===== src/rtl/v6_peak_detect_pkg.sv =====
// ============================================================================
// v6_param : shared types and constants for the v6 peak detector
// Rev 1.0  : initial release
// ============================================================================
`default_nettype none

package v6_param;

    localparam int SIZE_OUT     = 16;
    localparam int PK_TS_W      = 32;
    localparam int PK_WID_W     = 8;
    localparam int PK_MAX_WIDTH = 200;
    localparam int PK_HOLDOFF   = 16;

    typedef enum logic [1:0] {
        IDLE     = 2'd0,
        TRACK    = 2'd1,
        HOLDOFF  = 2'd2,
        WAIT_LOW = 2'd3
    } pk_state_t;

    // 'time' is a reserved word, so the timestamp field is ptime
    typedef struct packed {
        logic [SIZE_OUT-1:0] amp;
        logic [PK_TS_W-1:0]  ptime;
        logic [PK_WID_W-1:0] width;
        logic                timeout;
    } pk_event_t;

    function automatic logic [15:0] sat_inc16(input logic [15:0] v);
        return (v == 16'hFFFF) ? v : v + 16'd1;
    endfunction

endpackage

`default_nettype wire


===== src/rtl/v6_peak_evreg.sv =====
// ============================================================================
// v6_peak_evreg : 1-deep valid/ready event register with saturating drop count
// Rev 1.0       : initial release
// ============================================================================
`default_nettype none

module v6_peak_evreg
    import v6_param::*;
#(
    parameter int DATA_W = SIZE_OUT,
    parameter int TS_W   = PK_TS_W,
    parameter int WID_W  = PK_WID_W
) (
    input  logic              clk,
    input  logic              reset,
    input  logic              i_load,
    input  logic [DATA_W-1:0] i_amp,
    input  logic [TS_W-1:0]   i_time,
    input  logic [WID_W-1:0]  i_width,
    input  logic              i_timeout,
    input  logic              i_ready,
    output logic              o_valid,
    output logic [DATA_W-1:0] o_amp,
    output logic [TS_W-1:0]   o_time,
    output logic [WID_W-1:0]  o_width,
    output logic              o_timeout,
    output logic [15:0]       o_drop_cnt
);

    logic              r_valid;
    logic [DATA_W-1:0] r_amp;
    logic [TS_W-1:0]   r_time;
    logic [WID_W-1:0]  r_width;
    logic              r_timeout;
    logic [15:0]       r_drop_cnt;
    logic              w_accept;

    // A slot being read out this cycle can take the new event, so back-to-back emits never drop
    assign w_accept = !r_valid || i_ready;

    always_ff @(posedge clk or negedge reset) begin
        if (!reset) begin
            r_valid    <= 1'b0;
            r_amp      <= '0;
            r_time     <= '0;
            r_width    <= '0;
            r_timeout  <= 1'b0;
            r_drop_cnt <= '0;
        end else begin
            if (i_load && w_accept) begin
                r_valid   <= 1'b1;
                r_amp     <= i_amp;
                r_time    <= i_time;
                r_width   <= i_width;
                r_timeout <= i_timeout;
            end else if (r_valid && i_ready) begin
                r_valid <= 1'b0;
            end
            if (i_load && !w_accept) begin
                r_drop_cnt <= sat_inc16(r_drop_cnt);
            end
        end
    end

    assign o_valid    = r_valid;
    assign o_amp      = r_amp;
    assign o_time     = r_time;
    assign o_width    = r_width;
    assign o_timeout  = r_timeout;
    assign o_drop_cnt = r_drop_cnt;

endmodule

`default_nettype wire


===== src/rtl/v6_peak_detect.sv =====
// ============================================================================
// v6_peak_detect : pulse peak/time/width extraction on the shaped sample stream
// Optional macro V6_PEAK_PILEUP_EN : count and suppress pulses arriving in holdoff
// Rev 1.0        : initial release
// ============================================================================
`default_nettype none

module v6_peak_detect #(
    parameter int DATA_W    = v6_param::SIZE_OUT,
    parameter int TS_W      = v6_param::PK_TS_W,
    parameter int WID_W     = v6_param::PK_WID_W,
    parameter int MAX_WIDTH = v6_param::PK_MAX_WIDTH,
    parameter int HOLDOFF   = v6_param::PK_HOLDOFF
) (
    input  logic              clk,
    input  logic              reset,
    input  logic [DATA_W-1:0] data_in,
    input  logic [DATA_W-1:0] threshold,
    input  logic              peak_ready,
    output logic              peak_valid,
    output logic [DATA_W-1:0] peak_amp,
    output logic [TS_W-1:0]   peak_time,
    output logic [WID_W-1:0]  peak_width,
    output logic              peak_timeout,
`ifdef V6_PEAK_PILEUP_EN
    output logic [15:0]       pileup_cnt,
`endif
    output logic [15:0]       drop_cnt
);

    localparam int               HO_W        = (HOLDOFF > 1) ? $clog2(HOLDOFF) : 1;
    localparam logic [HO_W-1:0]  c_ho_last   = HO_W'(HOLDOFF - 1);
    localparam logic [WID_W-1:0] c_max_width = WID_W'(MAX_WIDTH);
    localparam logic [WID_W-1:0] c_wid_sat   = '1;

    v6_param::pk_state_t r_state;
    v6_param::pk_state_t w_state_nxt;

    logic [TS_W-1:0]   r_ts;
    logic [DATA_W-1:0] r_thr;
    logic [DATA_W-1:0] r_max;
    logic [TS_W-1:0]   r_tmax;
    logic [WID_W-1:0]  r_width;
    logic [HO_W-1:0]   r_ho_cnt;
    logic              w_above;
    logic              w_trigger;
    logic              w_emit;
    logic              w_timeout;
`ifdef V6_PEAK_PILEUP_EN
    logic              w_pileup;
    logic [15:0]       r_pileup_cnt;
`endif

    assign w_above   = data_in > r_thr;
    assign w_trigger = data_in > threshold;

    always_ff @(posedge clk or negedge reset) begin
        if (!reset) begin
            r_state <= v6_param::IDLE;
        end else begin
            r_state <= w_state_nxt;
        end
    end

    always_comb begin
        w_state_nxt = r_state;
        w_emit      = 1'b0;
        w_timeout   = 1'b0;
`ifdef V6_PEAK_PILEUP_EN
        w_pileup    = 1'b0;
`endif
        case (r_state)
            v6_param::IDLE: begin
                if (w_trigger) begin
                    w_state_nxt = v6_param::TRACK;
                end
            end
            v6_param::TRACK: begin
                if (!w_above) begin
                    w_emit      = 1'b1;
                    w_state_nxt = v6_param::HOLDOFF;
                end else if (r_width == c_max_width) begin
                    w_emit      = 1'b1;
                    w_timeout   = 1'b1;
                    w_state_nxt = v6_param::WAIT_LOW;
                end
            end
            v6_param::HOLDOFF: begin
`ifdef V6_PEAK_PILEUP_EN
                if (w_above) begin
                    w_pileup    = 1'b1;
                    w_state_nxt = v6_param::WAIT_LOW;
                end else if (r_ho_cnt == c_ho_last) begin
                    w_state_nxt = v6_param::IDLE;
                end
`else
                if (r_ho_cnt == c_ho_last) begin
                    w_state_nxt = v6_param::IDLE;
                end
`endif
            end
            v6_param::WAIT_LOW: begin
                if (!w_above) begin
                    w_state_nxt = v6_param::HOLDOFF;
                end
            end
            default: w_state_nxt = v6_param::IDLE;
        endcase
    end

    always_ff @(posedge clk or negedge reset) begin
        if (!reset) begin
            r_ts     <= '0;
            r_thr    <= '0;
            r_max    <= '0;
            r_tmax   <= '0;
            r_width  <= '0;
            r_ho_cnt <= '0;
        end else begin
            r_ts     <= r_ts + TS_W'(1);
            r_ho_cnt <= (r_state == v6_param::HOLDOFF) ? r_ho_cnt + HO_W'(1) : '0;
            if (r_state == v6_param::IDLE && w_trigger) begin
                r_thr   <= threshold;
                r_max   <= data_in;
                r_tmax  <= r_ts;
                r_width <= WID_W'(1);
            end else if (r_state == v6_param::TRACK && w_above && !w_emit) begin
                // Strict compare keeps the first timestamp of a flat top
                if (data_in > r_max) begin
                    r_max  <= data_in;
                    r_tmax <= r_ts;
                end
                if (r_width != c_wid_sat) begin
                    r_width <= r_width + WID_W'(1);
                end
            end
        end
    end

`ifdef V6_PEAK_PILEUP_EN
    always_ff @(posedge clk or negedge reset) begin
        if (!reset) begin
            r_pileup_cnt <= '0;
        end else if (w_pileup) begin
            r_pileup_cnt <= v6_param::sat_inc16(r_pileup_cnt);
        end
    end

    assign pileup_cnt = r_pileup_cnt;
`endif

    v6_peak_evreg #(
        .DATA_W (DATA_W),
        .TS_W   (TS_W),
        .WID_W  (WID_W)
    ) u_evreg (
        .clk        (clk),
        .reset      (reset),
        .i_load     (w_emit),
        .i_amp      (r_max),
        .i_time     (r_tmax),
        .i_width    (r_width),
        .i_timeout  (w_timeout),
        .i_ready    (peak_ready),
        .o_valid    (peak_valid),
        .o_amp      (peak_amp),
        .o_time     (peak_time),
        .o_width    (peak_width),
        .o_timeout  (peak_timeout),
        .o_drop_cnt (drop_cnt)
    );

endmodule

`default_nettype wire


===== config.mk =====
export PLATFORM = sky130hd
export DESIGN_NAME = v6_peak_detect
export DESIGN_NICKNAME = d
export VERILOG_FILES = /design/src/rtl/v6_peak_detect_pkg.sv /design/src/rtl/v6_peak_evreg.sv /design/src/rtl/v6_peak_detect.sv
export SDC_FILE = /design/constraint.sdc
export NUM_CORES = 1
export LEC_CHECK = 0
export CAP_MARGIN = 20
export CELL_PAD_IN_SITES_DETAIL_PLACEMENT = 0
export CELL_PAD_IN_SITES_GLOBAL_PLACEMENT = 1
export CORE_UTILIZATION = 48
export DETAILED_ROUTE_END_ITERATION = 12
export GPL_TIMING_DRIVEN = 0
export PLACE_DENSITY = 0.93
export SLEW_MARGIN = 20
export SYNTH_ARGS = -nofsm -noshare
export SYNTH_HDL_FRONTEND = slang
export SYNTH_SLANG_ARGS = --single-unit

===== constraint.sdc =====
create_clock -name clk -period 6.4 [get_ports clk]
set_input_delay 0.96 -clock clk [delete_from_list [all_inputs] [get_ports clk]]
set_output_delay 0.96 -clock clk [all_outputs]
set_load 0.02 [all_outputs]

==> results of run 1 <==
cell usage after synthesis (all sizes together) (2+ instances only):
library cell | n | area [sq um]
and4 | 3 | 26.3
and2 | 7 | 43.8
nand2b | 2 | 12.5
inv | 56 | 210
clkbuf | 6 | 22.5
and3 | 8 | 50.1
o21ai | 23 | 119
buf | 12 | 109
dfrtp | 184 | 4600
a221o | 2 | 20.0
nor2 | 27 | 101
xor2 | 20 | 175
a2111oi | 2 | 17.5
nor3 | 11 | 60.1
xnor2 | 31 | 272
nor4 | 4 | 25.0
nand3 | 35 | 175
nor4b | 5 | 43.8
or4 | 2 | 18.8
a21o | 3 | 22.5
nor2b | 3 | 18.8
o21a | 2 | 15.0
ha | 53 | 663
nand4 | 20 | 125
nand2 | 45 | 169
a21oi | 23 | 115
mux2 | 109 | 1300
worst max path at each step:
| stage | to | slack (ps) | depth (start not counted) |
|---|---|---|---|
| CTS | u_evreg.o_time[8]$_DFFE_PN0P_ | 2380 | 12 |
| floorplan | u_evreg.o_amp[13]$_DFFE_PN0P_ | 2920 | 11 |
| finish | u_evreg.o_time[8]$_DFFE_PN0P_ | 2380 | 12 |
| global route | u_evreg.o_time[15]$_DFFE_PN0P_ | 2250 | 12 |
| detailed placement | u_evreg.o_time[8]$_DFFE_PN0P_ | 1910 | 12 |
| global placement | u_evreg.o_time[25]$_DFFE_PN0P_ | -3210 | 1 |
layout by cell type, fill, tap and decap left out, types with 20 or more instances in the layout:
cell type	instances
xor2_1	20
nand4_1	20
dfrtp_1	184
clkdlybuf4s50_1	107
inv_1	56
mux2_2	89
o21ai_0	22
ha_1	53
xnor2_1	31
nor2_1	27
nand2_1	45
a21oi_1	23
nand3_1	35
mux2_4	20
cell type report:
class                   count  share of cell area [%]
flip-flops and latches    184                    43.3
plain buffers              18                    1.24
multi-input cells         452                    34.9
repair buffers            109                    10.5
clock buffers              17                    4.00
clock inverters            15                    1.41
well taps                 225                    2.65
inverters                  56                    1.98
through the flow:
step	cell area [sq um]	worst slack [ps]	utilization (%)
after detailed placement	10000	1910	57.5
after global routing	10600	2250	60.8
after floorplan	8650	2920	-
after CTS	10600	2380	60.8
after global placement	10000	-3210	57.3
final	10600	2380	60.8
logic make-up after synthesis:
logic type                 Yosys count  share of synthesized area (%)
and+or+nand+nor                    175                           10.3
DFF                                184                           53.2
muxes                              109                           15.0
xor gates and xnor gates            51                           5.16
buffers and inverters               74                           3.95
AOI/OAI and AO/OA                   64                           4.67
adders and majority gates           53                           7.66
critical path: stages:
cell and delay [ps]:
clkdlybuf4s50_1 510, ha_1 350, nand4_1 190, or4_4 630, o21bai_1 260, inv_1 90
and2_1 160, buf_4 170, nor3_2 200, buf_4 280, buf_6 200, mux2_2 350
metal layers:
metal / up-vias / part of all wire, % / GRT usage [%]
met4: 0 / 1.9 / 8.02
li1: 2739 / - / -
met2: 106 / 49 / 33.1
met1: 2796 / 46 / 26.4
met5: - / 0 / 0
met3: 22 / 3.4 / 3.84
flip-flops by register name, indices dropped and copies added (netlist names):
name,count
u_evreg.o_drop_cnt,16
u_evreg.o_width,8
u_evreg.o_time,32
u_evreg.o_valid,1
r_ho_cnt,4
r_thr,16
u_evreg.o_timeout,1
r_width,8
u_evreg.o_amp,16
r_tmax,32
r_state,2
r_max,16
r_ts,32
power breakdown:
part | leakage (nW) | internal [W] | total, W | switching [W]
logic | 2.33 | 0.000638 | 0.00126 | 0.000618
registers | 2.42 | 0.00139 | 0.00154 | 0.000149
clock network | 0.286 | 0.000521 | 0.00103 | 0.000513
total | 5.04 | 0.00255 | 0.00383 | 0.00128
==> run_results.csv, run 1 <==
group,metric,value,unit
run_status,outcome,"completed",
detailed_routing,route.detailed.drc,0,
pwr,p_per_area,360,mW/mm^2
final_layout,finalNonFillerCells,1076,
setup_path,crit_path_start_kind,"input pin",
setup_path,critical_path.startpoint,"data_in[14]",
setup_path,reg2reg_depth,12,
cts,clk_latency,440,ps
global_routing,grt_pass1_wl,28600,microns
timing,whs,468,ps
setup_path,cp-end-kind,"flop",
place,numPlacedInstances,1044,
timing,finalSetupViolCount,0,
final_layout,seqCellArea,0.00460,sq mm
detailed_routing,drt_iter0_drc,233,
die,pin_count,109,
cts,post-cts-setup-buffers,0,
worst_hold_path,whs_path_depth,1,
final_layout,syn2layout_area_growth,22.8,%
synthesis,ys.flop_type,"dfrtp_1",
setup_path,crit_required,6720,ps
pwr,total_power,0.00383,W
global_routing,grt_pass1_vias,5679,
detailed_routing,ant_nets,0,
place,routabilityCongestion,0.822,
final_layout,multi_input_area,0.00371,sq mm
worst_hold_path,hold_end,"r_ho_cnt[0]$_DFF_PN0_",
timing,finalCriticalPeriod,4020,ps
cts,cts_tree,"yes",
worst_hold_path,min_path_type,"flop to flop",
detailed_routing,vias,5663,
detailed_routing,wl_per_cell,16.1,microns
synthesis,ys_seq_area_share,53.2,%
setup_path,crit_fanout,10,
die,die_x,136,microns
synthesis,ys_types,45,
global_routing,grt_max_degree,94,
timing,rsz0062_at_grt,"false",
setup_path,regToRegEndpoint,"u_evreg.o_time[8]$_DFFE_PN0P_",
timing,fmaxAchievable,0.249,GHz
detailed_routing,vias_per_cell,5.26,
die,start_util,49.5,%
job,maxCapViolations,0,
timing,finalSetupTns,0,ps
worst_hold_path,hold_start,"r_ho_cnt[0]$_DFF_PN0_",
place,hpwlAfterDp,12100,microns
setup_path,r2r_start,"r_thr[13]$_DFFE_PN0P_",
synthesis,avgSynthCellArea,12.2,sq um
synthesis,synth-edff-count,0,
cts,cts_root_buf,"clkbuf_16",
synthesis,async_reset_ff_share,100,%
die,core_area,0.0175,sq mm
final_layout,nets,926,
final_layout,layout-drive-gt1-share,18.7,%
synthesis,synth_warnings,0,
setup_path,rrSetupSlack,3080,ps
setup_path,cp.arrival,4350,ps
global_routing,grt-ovfl-total,0,
cts,cts.sinks,184,
final_layout,n_antenna_cell,0,
synthesis,postSynthCellCount,710,
cts,htreeDepth,4,
timing,slew-limit-headroom,40.5,%
synthesis,synth-seq-cells,184,
timing,min_period_over_period,62.9,%
final_layout,fillerInstances,1440,
cts,clockBufferDepth,2,
cts,clkTransAtPathRegs,70,ps
cts,holdBufCountCts,0,
timing,worstMarginPinSlew,884,ps
die,row_count,48,
place,io_buffers,108,
global_routing,grt_usage,20.2,%
timing,slew_viol_final,0,
timing,timing_hold_violations_final,0,
die,dieArea,0.0186,sq mm
timing,skew,11.2,ps
pwr,p_leak,5.04,nW
synthesis,syn-num-nets,798,
cts,cts_inserted_buffers,17,
cts,cts_resized,0,
pwr,vdd_drop_max,0.229,mV
die,dieHeight,136,microns
setup_path,critical_path_class,"input pin to flop",
detailed_routing,wl,17300,microns
synthesis,netlist_area,0.00865,sq mm
detailed_routing,drt_pass1_iterations,4,
global_routing,antenna_found_initial,0,
Note: power is estimated with default switching activity, not from simulation.
==> run 2, diff against run 1 <==
--- a/config.mk
+++ b/config.mk
@@ -8,10 +8,10 @@
 export CAP_MARGIN = 20
 export CELL_PAD_IN_SITES_DETAIL_PLACEMENT = 0
 export CELL_PAD_IN_SITES_GLOBAL_PLACEMENT = 1
-export CORE_UTILIZATION = 48
+export CORE_UTILIZATION = 45
 export DETAILED_ROUTE_END_ITERATION = 12
 export GPL_TIMING_DRIVEN = 0
-export PLACE_DENSITY = 0.93
+export PLACE_DENSITY = 0.88
 export SLEW_MARGIN = 20
 export SYNTH_ARGS = -nofsm -noshare
 export SYNTH_HDL_FRONTEND = slang
==> constraint.sdc (replaced) <==
create_clock -name clk -period 3.8 [get_ports clk]
set_input_delay 0.57 -clock clk [delete_from_list [all_inputs] [get_ports clk]]
set_output_delay 0.57 -clock clk [all_outputs]
set_load 0.02 [all_outputs]
==> run 2 against run 1 <==
Critical path depth did not move. Combinational power rose by 67%. Power rose by 71%. Die area rose by 6.6%. Largest power group unchanged.
==> run_results.csv, run 2 (synthesis gave the netlist of run 1 again) <==
group,metric,value,unit
die,core_area,0.0188,sq mm
place,io_buffers,108,
cts,clkTransAtPathRegs,70,ps
timing,whs,125,ps
detailed_routing,wl,17300,microns
setup_path,crit_path_start_kind,"input pin",
global_routing,grt-ovfl-total,0,
die,start_util,46.1,%
final_layout,layout_commonest_cell,"dfrtp_1",
cts,cts_tree,"yes",
setup_path,crit_required,4110,ps
cts,cts.sinks,184,
cts,clk_latency,430,ps
setup_path,cp.buffers_inverters,5,
global_routing,antenna_found_initial,0,
pwr,p_leak,5.05,nW
job,maxCapViolations,0,
detailed_routing,wl_per_cell,15.9,microns
final_layout,finalNonFillerCells,1085,
setup_path,crit_fanout,10,
global_routing,grt_usage,18.8,%
timing,min_period_over_period,95.1,%
setup_path,cp-end-kind,"flop",
place,numPlacedInstances,1053,
final_layout,layout-drive-gt1-share,18.7,%
worst_hold_path,min_path_type,"input pin to asynchronous set/reset pin",
timing,finalCriticalPeriod,3610,ps
detailed_routing,vias_per_cell,5.16,
timing,worstMarginPinSlew,840,ps
cts,clockBufferDepth,2,
setup_path,cpPeakStageDelay,630,ps
setup_path,cp.arrival,3930,ps
place,hpwlAfterDp,12300,microns
pwr,vdd_drop_max,0.400,mV
die,dieHeight,141,microns
run_status,outcome,"completed",
timing,timing_hold_violations_final,0,
detailed_routing,drt_pass1_iterations,4,
cts,cts_inserted_buffers,17,
detailed_routing,drt_iter0_drc,182,
die,dieArea,0.0198,sq mm
final_layout,n_antenna_cell,0,
cts,cts_root_buf,"clkbuf_16",
detailed_routing,vias,5598,
setup_path,rrSetupSlack,500,ps
detailed_routing,ant_nets,0,
detailed_routing,route.detailed.drc,0,
pwr,p_per_area,613,mW/mm^2
global_routing,grt_pass1_wl,29100,microns
timing,skew,9.69,ps
place,routabilityCongestion,0.825,
cts,holdBufCountCts,0,
cts,htreeDepth,4,
timing,fmaxAchievable,0.277,GHz
timing,slew_viol_final,0,
setup_path,crit_chain,"clkdlybuf4s50_1 -> ha_1 -> nand4_1 -> or4_4 -> o21bai_2 -> inv_1 -> and2_1 -> buf_4 -> nor3_2 -> buf_4 -> buf_6 -> mux2_2",
timing,rsz0062_at_grt,"false",
setup_path,critical_path.top_delay_family,"buffers and inverters",
die,pin_count,109,
die,die_x,141,microns
die,row_count,50,
global_routing,grt_pass1_vias,5689,
final_layout,final_cell_mix,"184 x dfrtp_1, 107 x clkdlybuf4s50_1, 89 x mux2_2",
final_layout,syn2layout_area_growth,23.5,%
global_routing,grt_max_degree,94,
timing,finalSetupViolCount,0,
timing,slew-limit-headroom,43.5,%
setup_path,slowest_stage,"or4_4",
setup_path,cpMostUsedCell,"buf_4",
final_layout,nets,926,
setup_path,critical_path_class,"input pin to flop",
-- run 2: layer usage --
metal / track usage [%] / wire (microns) / share of wire [%] / vias up
met5: 0 / 0 / 0 / -
met1: 24.9 / 8070 / 47 / 2743
met2: 31.0 / 8350 / 48 / 111
met3: 4.21 / 629 / 3.6 / 17
met4: 5.61 / 227 / 1.3 / 0
li1: - / - / - / 2727
-- run 2: final timing paths --
check,end,start,cells after the start
max reg2reg,u_evreg.o_time[18]$_DFFE_PN0P_,r_width[0]$_DFFE_PN0P_,12
min in group clk,r_ho_cnt[0]$_DFF_PN0_,r_ho_cnt[0]$_DFF_PN0_,1
min,u_evreg.o_amp[10]$_DFFE_PN0P_,reset,1
min reg2reg,r_ho_cnt[0]$_DFF_PN0_,r_ho_cnt[0]$_DFF_PN0_,1
max in group asynchronous,r_ts[23]$_DFF_PN0_,reset,2
max,u_evreg.o_time[18]$_DFFE_PN0P_,data_in[15],12
-- run 2: worst reg2reg max path: stages (launching register included) --
cell,delay (ps)
dfrtp_1,430
inv_1,140
ha_1,170
nand4b_1,100
nor4b_1,640
o21bai_2,280
inv_1,80
and2_1,160
buf_4,170
nor3_2,200
buf_4,270
buf_6,200
mux2_2,350
-- run 2: metrics by stage --
step / TNS [ps] / instance area, sq um / setup WS, ps / total power (W) / utilization [%]
detailed placement: -20120 / 10100 / -330 / 0.00476 / 53.6
global placement: -1016140 / 10000 / -5450 / 0.00469 / 53.4
finish: 0 / 10700 / 188 / 0.00655 / 56.9
CTS: 0 / 10700 / 91.5 / 0.00663 / 56.9
floorplan: 0 / 8650 / 712 / 0.00401 / -
global route: 0 / 10700 / 50.0 / 0.00695 / 56.9
-- run 2: final cells by class --
class                           instances  area [sq um]
Tap cell                              234           293
Inverter                               56           210
Fill cell                            1580          8080
Timing Repair Buffer                  109          1110
Buffer                                 18           131
Sequential cell                       184          4600
Multi-Input combinational cell        452          3710
Clock inverter                         14           193
Clock buffer                           18           429
-- run 2: repair_timing --
item / CTS / global route
buffers inserted: 0 / 0
hold endpoints to repair: 0 / 0
gates resized for setup: 0 / 1
setup endpoints to repair: 0 / 38
-- run 2: power by group --
part	leakage (nW)	internal, W	switching [W]
clock	0.292	0.00105	0.000793
combinational	2.34	0.00107	0.00104
sequential	2.42	0.00234	0.000251
